[src/rtl/risc32_div_pkg.sv]
// Shared constants, result type and helpers for the EX-stage divider.
package risc32_div_pkg;

  localparam int DATA_W = 32;

  // Divider FSM state codes
  localparam logic [1:0] DIV_FREE    = 2'b00;
  localparam logic [1:0] DIV_BY_ZERO = 2'b01;
  localparam logic [1:0] DIV_ON      = 2'b10;
  localparam logic [1:0] DIV_END     = 2'b11;

  // Handshake levels
  localparam logic DIV_RESULT_READY     = 1'b1;
  localparam logic DIV_RESULT_NOT_READY = 1'b0;
  localparam logic DIV_START            = 1'b1;
  localparam logic DIV_STOP             = 1'b0;

  // Index of the last restoring step (one quotient bit per step)
  localparam logic [4:0] DIV_CNT_MAX = 5'd31;

  // HI/LO result as written back: remainder in hi, quotient in lo
  typedef struct packed {
    logic [DATA_W-1:0] hi;
    logic [DATA_W-1:0] lo;
  } div_result_t;

  // Two's-complement negate when neg is set, pass through otherwise
  function automatic logic [DATA_W-1:0] neg_if(input logic neg, input logic [DATA_W-1:0] v);
    return neg ? (~v + 1'b1) : v;
  endfunction

endpackage

[src/rtl/risc32_div_if.sv]
// EX <-> divider handshake bundle. EX is the master, the divider the slave.
interface risc32_div_if;
  import risc32_div_pkg::*;

  logic                signed_div_i;
  logic [DATA_W-1:0]   opdata1_i;
  logic [DATA_W-1:0]   opdata2_i;
  logic                start_i;
  logic                annul_i;
  logic [2*DATA_W-1:0] result_o;
  logic                ready_o;
  logic                stallreq_o;

  modport master (
    output signed_div_i, opdata1_i, opdata2_i, start_i, annul_i,
    input  result_o, ready_o, stallreq_o
  );

  modport slave (
    input  signed_div_i, opdata1_i, opdata2_i, start_i, annul_i,
    output result_o, ready_o, stallreq_o
  );
endinterface

[src/rtl/risc32_div.sv]
// Iterative radix-2 restoring divider for DIV/DIVU. One quotient bit per
// clock; the result is {remainder, quotient} for the HI/LO write path.
module risc32_div
  import risc32_div_pkg::*;
(
  input logic         clk,
  input logic         rst,
  risc32_div_if.slave div_if
);

  logic [1:0]          state_q, state_d;
  logic [4:0]          cnt_q, cnt_d;
  // Combined partial-remainder (upper half) / quotient (lower half) shift reg
  logic [2*DATA_W-1:0] dividend_q, dividend_d;
  logic [DATA_W-1:0]   divisor_q, divisor_d;
  logic                neg_quot_q, neg_quot_d;
  logic                neg_rem_q, neg_rem_d;
  div_result_t         result_q, result_d;
  logic                ready_q, ready_d;

  logic [DATA_W-1:0]   op1_mag, op2_mag;
  logic [DATA_W:0]     trial_top;
  logic                trial_ge;
  logic [DATA_W-1:0]   trial_diff;
  logic [2*DATA_W-1:0] step_val;
  div_result_t         final_res;

  // Operand magnitudes; negation only applies to negative signed operands
  assign op1_mag = neg_if(div_if.signed_div_i & div_if.opdata1_i[DATA_W-1], div_if.opdata1_i);
  assign op2_mag = neg_if(div_if.signed_div_i & div_if.opdata2_i[DATA_W-1], div_if.opdata2_i);

  // One restoring step: the top 33 bits after a left shift are exactly
  // dividend_q[63:31]. When the trial succeeds the difference is below the
  // divisor, so a 32-bit subtraction is sufficient.
  assign trial_top  = dividend_q[2*DATA_W-1:DATA_W-1];
  assign trial_ge   = (trial_top >= {1'b0, divisor_q});
  assign trial_diff = trial_top[DATA_W-1:0] - divisor_q;
  assign step_val   = trial_ge ? {trial_diff, dividend_q[DATA_W-2:0], 1'b1}
                               : {dividend_q[2*DATA_W-2:0], 1'b0};

  // Sign fix-up applied to the result of the final step
  always_comb begin
    final_res.hi = neg_if(neg_rem_q,  step_val[2*DATA_W-1:DATA_W]);
    final_res.lo = neg_if(neg_quot_q, step_val[DATA_W-1:0]);
  end

  // Next-state logic for the divider FSM and its datapath registers
  always_comb begin
    state_d    = state_q;
    cnt_d      = cnt_q;
    dividend_d = dividend_q;
    divisor_d  = divisor_q;
    neg_quot_d = neg_quot_q;
    neg_rem_d  = neg_rem_q;
    result_d   = result_q;
    ready_d    = ready_q;

    case (state_q)
      DIV_FREE: begin
        ready_d = DIV_RESULT_NOT_READY;
        if (div_if.start_i == DIV_START && !div_if.annul_i) begin
          if (div_if.opdata2_i == '0) begin
            state_d = DIV_BY_ZERO;
          end else begin
            state_d    = DIV_ON;
            cnt_d      = '0;
            dividend_d = {{DATA_W{1'b0}}, op1_mag};
            divisor_d  = op2_mag;
            neg_quot_d = div_if.signed_div_i &
                         (div_if.opdata1_i[DATA_W-1] ^ div_if.opdata2_i[DATA_W-1]);
            neg_rem_d  = div_if.signed_div_i & div_if.opdata1_i[DATA_W-1];
          end
        end
      end

      DIV_BY_ZERO: begin
        if (div_if.annul_i) begin
          state_d = DIV_FREE;
        end else begin
          state_d  = DIV_END;
          result_d = '0;
          ready_d  = DIV_RESULT_READY;
        end
      end

      DIV_ON: begin
        if (div_if.annul_i) begin
          state_d = DIV_FREE;
        end else begin
          dividend_d = step_val;
          cnt_d      = cnt_q + 5'd1;
          if (cnt_q == DIV_CNT_MAX) begin
            state_d  = DIV_END;
            result_d = final_res;
            ready_d  = DIV_RESULT_READY;
          end
        end
      end

      DIV_END: begin
        if (div_if.annul_i) begin
          state_d = DIV_FREE;
          ready_d = DIV_RESULT_NOT_READY;
        end else if (div_if.start_i == DIV_STOP) begin
          state_d  = DIV_FREE;
          ready_d  = DIV_RESULT_NOT_READY;
          result_d = '0;
        end
      end

      default: begin
        state_d = DIV_FREE;
        ready_d = DIV_RESULT_NOT_READY;
      end
    endcase
  end

  // State and datapath registers, cleared immediately by reset
  always_ff @(posedge clk or negedge rst) begin
    if (!rst) begin
      state_q    <= DIV_FREE;
      cnt_q      <= '0;
      dividend_q <= '0;
      divisor_q  <= '0;
      neg_quot_q <= 1'b0;
      neg_rem_q  <= 1'b0;
      result_q   <= '0;
      ready_q    <= DIV_RESULT_NOT_READY;
    end else begin
      state_q    <= state_d;
      cnt_q      <= cnt_d;
      dividend_q <= dividend_d;
      divisor_q  <= divisor_d;
      neg_quot_q <= neg_quot_d;
      neg_rem_q  <= neg_rem_d;
      result_q   <= result_d;
      ready_q    <= ready_d;
    end
  end

  assign div_if.result_o   = result_q;
  assign div_if.ready_o    = ready_q;
  assign div_if.stallreq_o = div_if.start_i & ~ready_q;

endmodule

[src/flat_wrapper.sv]
// flat-port wrapper written by rule: the top's interface ports become plain ports
module risc32_div_flat import risc32_div_pkg::*;
  (clk, rst, div_if_signed_div_i, div_if_opdata1_i, div_if_opdata2_i, div_if_start_i, div_if_annul_i, div_if_result_o, div_if_ready_o, div_if_stallreq_o);
  risc32_div_if div_if_i ();
  input logic clk;
  input logic rst;
  input wire logic [$bits(div_if_i.signed_div_i)-1:0] div_if_signed_div_i;
  input wire logic [$bits(div_if_i.opdata1_i)-1:0] div_if_opdata1_i;
  input wire logic [$bits(div_if_i.opdata2_i)-1:0] div_if_opdata2_i;
  input wire logic [$bits(div_if_i.start_i)-1:0] div_if_start_i;
  input wire logic [$bits(div_if_i.annul_i)-1:0] div_if_annul_i;
  output wire logic [$bits(div_if_i.result_o)-1:0] div_if_result_o;
  output wire logic [$bits(div_if_i.ready_o)-1:0] div_if_ready_o;
  output wire logic [$bits(div_if_i.stallreq_o)-1:0] div_if_stallreq_o;
  assign div_if_i.signed_div_i = div_if_signed_div_i;
  assign div_if_i.opdata1_i = div_if_opdata1_i;
  assign div_if_i.opdata2_i = div_if_opdata2_i;
  assign div_if_i.start_i = div_if_start_i;
  assign div_if_i.annul_i = div_if_annul_i;
  assign div_if_result_o = div_if_i.result_o;
  assign div_if_ready_o = div_if_i.ready_o;
  assign div_if_stallreq_o = div_if_i.stallreq_o;
  risc32_div u_core (.clk(clk), .rst(rst), .div_if(div_if_i));
endmodule
[config.mk]
export PLATFORM = sky130hd
export DESIGN_NAME = risc32_div_flat
export DESIGN_NICKNAME = d
export VERILOG_FILES = /design/src/rtl/risc32_div_pkg.sv /design/src/rtl/risc32_div_if.sv /design/src/rtl/risc32_div.sv /design/src/flat_wrapper.sv
export SDC_FILE = /design/constraint.sdc
export NUM_CORES = 1
export LEC_CHECK = 0
export ABC_AREA = 1
export BUFFER_PORTS_ARGS = -buffer_cell sky130_fd_sc_hd__buf_2
export CAP_MARGIN = 0
export CORE_MARGIN = 2
export CORE_UTILIZATION = 33
export DETAILED_ROUTE_END_ITERATION = 8
export SETUP_SLACK_MARGIN = 0.5
export SLEW_MARGIN = 30
export SYNTH_ARGS = -nofsm -noshare
export SYNTH_HDL_FRONTEND = slang
export SYNTH_SLANG_ARGS = --single-unit
[constraint.sdc]
create_clock -name clk -period 4.07 [get_ports clk]
set_input_delay 0.814 -clock clk [delete_from_list [all_inputs] [get_ports clk]]
set_output_delay 0.814 -clock clk [all_outputs]
set_load 0.02 [all_outputs]
==> summary.md <==
| Metric | Value |
|---|---|
| Die H | `201.7 um` |
| Via Count | `13.10k` |
| Synthesized flop and latch total | `170` |
| Crit Path Class | `flop to flop` |
| Number of diodes | `0` |
| Simple-gate share of the synthesized area | `32.77%` |
| Inserted Clock Buffers | `17` |
| Post-Syn Area | `12890 sq um` |
| CP Cell Sequence | `inv_1, ha_2, nand2_1, nor2_4, nand2_1, nor2_1, nand2_1, nor2_4, nor2_4, nand2_4, inv_4, ha_4, nand3_2, nor3_2, inv_2, nor3_4, nand2_2, o21ai_4, o21ai_2, nor2_1, buf_4, nand2_1, a32o_1` |
| DRT antenna net count | `0` |
| Crit path top cell by count | `nand2_1` |
| Slew headroom | `43.00%` |
| Hold_buf cts | `0` |
| Row cnt | `72` |
| Place WS | `0.2166 ns` |
| Final core utilization | `40.05%` |
| Root buffer cell | `clkbuf_16` |
| Final TNS setup | `0 ns` |
| Final setup margin | `0.7147 ns` |
| Flop-to-flop setup slack | `0.71 ns` |
| Final WL | `44560 um` |
| Post-synthesis compound-gate area fraction | `14.52%` |
| Iteration-0 DRC Markers | `924` |
| Initial antenna violation count | `0` |
| PD cells | `980.9 nW/um^2` |
| Hold Path Class | `primary input to async pin` |
| Total power | `15.18 mW` |
| Cells after synthesis | `1915` |
| CP Launch Type | `flop` |
| Clock buffer depth | `2` |
| Yosys top cell by area | `dfrtp_1` |
| Vias/cell | `5.070` |
| Largest net degree at the start of global routing | `79` |
| Max cap viols | `0` |
| Status | `complete, no violations` |
| Gr usage total | `22.10%` |
| CTS tree | `done` |
| CTS H-Tree Depth | `4` |
| Initial core utilization | `33.36%` |
| Sink Count | `170` |
| Post-synthesis adder-cell area fraction | `4.328%` |
| Final Cycle Share | `82.44%` |
| Leading register cell type out of synthesis | `dfrtp_1` |
| CP Launch Point | `u_core.divisor_q[25]` |
| Residual DRC | `0` |
| Leakage | `7.710 nW` |
| Fraction of synthesized area in multiplexers | `0.1650%` |
| Final Hold Fails | `0` |
| Crit. End Element | `flop` |
| R2r worst-path depth | `23` |
| Pins Over Slew Limit | `0` |
| Final nets | `2166` |
| Die X | `201.7 um` |
| Area of the core | `38650 sq um` |
| Syn_nets | `2028` |
| Commonest non-fill, non-tap cell in the layout | `nand2_1` |
| Gr ovfl total | `0` |
| CP max stage delay | `0.38 ns` |
| Placer Congestion | `0.9160` |
| Non-Filler Instances | `2583` |
| DRT Pass-1 Iters | `5` |
| Sequential share of the synthesized area | `33.00%` |
| Slowest CP cell | `dfrtp_1` |
| Fmax | `0.2980 GHz` |
| Final setup fails | `0` |
| Worst Path Max Fanout | `5` |
| PortBufs | `134` |
| R2R Path End | `u_core.div_if.result_o[26]` |
| EDFF count, synth | `0` |
| Synth top area share | `33.00%` |
| Worst Setup EP | `u_core.div_if.result_o[26]` |
| Clk_skew | `0.01999 ns` |
| WL per Instance | `17.25 um` |
| Slew of the pin with the lowest slew margin | `0.8541 ns` |
| Synth top area cells | `dfrtp_1 33%, nand2_1 16%, inv_1 7.4%, o21ai_0 5.9%, nor2_1 5.0%` |
| Synth cell types | `55` |
| Minimum clock period | `3.355 ns` |
| CP arrival | `3.71 ns` |
| First-pass GRT wire length | `70710 um` |
| RR Startpoint | `u_core.divisor_q[25]` |
| RSZ-0062 raised after global routing | `no` |
| Die area | `40660 sq um` |
| Area growth from synthesis to layout | `20.06%` |
| Share of cells above drive strength 1 | `19.08%` |
| Syn. warnings | `0` |
| Largest family of logic cells by synthesized area | `simple AND/OR/NAND/NOR gates` |
| Post-synthesis async set-or-reset flop share | `100.0%` |
| Clock transition at the registers of the reported paths | `0.08 ns` |
| Data required, critical path | `4.42 ns` |
| Post-DP HPWL | `34080 um` |
| Most frequent cells in the layout | `534 x nand2_1, 232 x inv_1, 165 x dfrtp_1` |
| Avg Cell Area, Syn | `6.732 sq um` |
| Xor and xnor area share after synthesis | `5.299%` |
| Vias in the first global route | `12.96k` |
| Clk Latency, worst-skew pair | `0.46 ns` |
| Max IR drop VDD | `0.0005577 V` |
| Io pins | `135` |
| Placed insts | `2534` |
-- report_power, final --
group	internal, mW	total, mW	switching (mW)	leakage, nW
logic	3.51	10.5	6.96	5.22
clock network	0.985	1.77	0.790	0.298
registers	2.33	2.93	0.604	2.19
total	6.83	15.2	8.35	7.71
-- routing by layer --
metal	part of all wire, %	up-vias	global-route usage, %
li1	-	6450	-
met1	44	6229	28.63
met2	48	353	37.59
met3	4.7	63	3.126
met4	2.9	0	7.826
met5	0	-	0
-- flip-flops by register name, summed over array words and instances (netlist names) --
signal / cells
u_core.cnt_q: 5
u_core.div_if.ready_o: 1
u_core.div_if.result_o: 64
u_core.dividend_q: 64
u_core.divisor_q: 32
u_core.neg_quot_q: 1
u_core.neg_rem_q: 1
u_core.state_q: 2
-- worst min-delay path by stage --
| stage | from | end | slack [ns] |
|---|---|---|---|
| finish | rst | u_core.div_if.result_o[45] | 0.35 |
| floorplan | u_core.cnt_q[2] | u_core.cnt_q[2] | 0.45 |
| global route | rst | u_core.div_if.result_o[45] | 0.40 |
| detailed placement | u_core.div_if.result_o[57] | u_core.div_if.result_o[57] | 0.46 |
| CTS | rst | u_core.div_if.result_o[45] | 0.37 |
| global placement | u_core.div_if.result_o[19] | u_core.div_if.result_o[19] | 0.46 |
-- logic make-up (layout without fill, tap and decap cells) --
family / count (synthesis) / in the layout
compound gates: 324 / 324
mux: 2 / 2
buf+inv: 320 / 470
flops: 170 / 170
fa+ha+maj: 44 / 44
xor+xnor: 78 / 78
simple gates: 977 / 977
-- synth_stat cells (2+ instances only) --
| cell type | number |
|---|---|
| dfrtp_1 | 170 |
| nand2_2 | 33 |
| o21ai_0 | 153 |
| o21a_1 | 2 |
| buf_12 | 2 |
| nand2_1 | 551 |
| nor2_4 | 8 |
| nand4_1 | 22 |
| nand3b_1 | 5 |
| xnor2_1 | 24 |
| buf_1 | 3 |
| o22ai_1 | 17 |
| o211ai_1 | 12 |
| buf_6 | 2 |
| nor3_1 | 29 |
| nand3_2 | 3 |
| ha_1 | 43 |
| nor4_1 | 9 |
| xor2_1 | 54 |
| a31oi_1 | 5 |
| o21bai_1 | 7 |
| nor2_2 | 16 |
| and2_1 | 4 |
| a22o_1 | 5 |
| inv_2 | 8 |
| or2_2 | 4 |
| a21oi_1 | 67 |
| o221ai_1 | 12 |
| buf_2 | 10 |
| o21ai_2 | 8 |
| o21ai_4 | 2 |
| nor2_1 | 172 |
| nor3_2 | 2 |
| a22oi_1 | 4 |
| clkbuf_1 | 38 |
| a32o_1 | 4 |
| nand3_1 | 114 |
| o31ai_1 | 6 |
| o21ai_1 | 17 |
| inv_1 | 253 |
-- per-stage QoR --
step	cell area [sq um]	hold WS (ns)
6_report	15480	0.3542
5_1_grt	15480	0.3954
4_1_cts	14830	0.3703
3_5_place_dp	14160	0.4640
3_3_place_gp	14160	0.4618
2_1_floorplan	12900	0.4461
-- worst max-delay path: cells and delay by family, from the launching register on --
kind | cells | cell delay [ns]
AOI/OAI and AO/OA | 3 | 0.53
adders and majority gates | 2 | 0.44
buffers and inverters | 4 | 0.36
DFF | 1 | 0.38
and+or+nand+nor | 14 | 1.58
-- area by class of cell --
class	instances	area, sq um
clock inverter	13	180.2
multi-input combinational	1425	7925
tap	518	648.1
fill	4124	23170
timing repair buffer	176	1046
clock buffer	18	429.2
inverter	263	989.7
sequential	170	4260
-- what timing repair did --
item / 4_1_cts / 5_1_grt
setup buffers: 0 / 18
endpoints found under the setup margin: 22 / 33
gates resized for setup: 20 / 109
pin swaps: 2 / 21
Power figures use the tool's default switching activity.
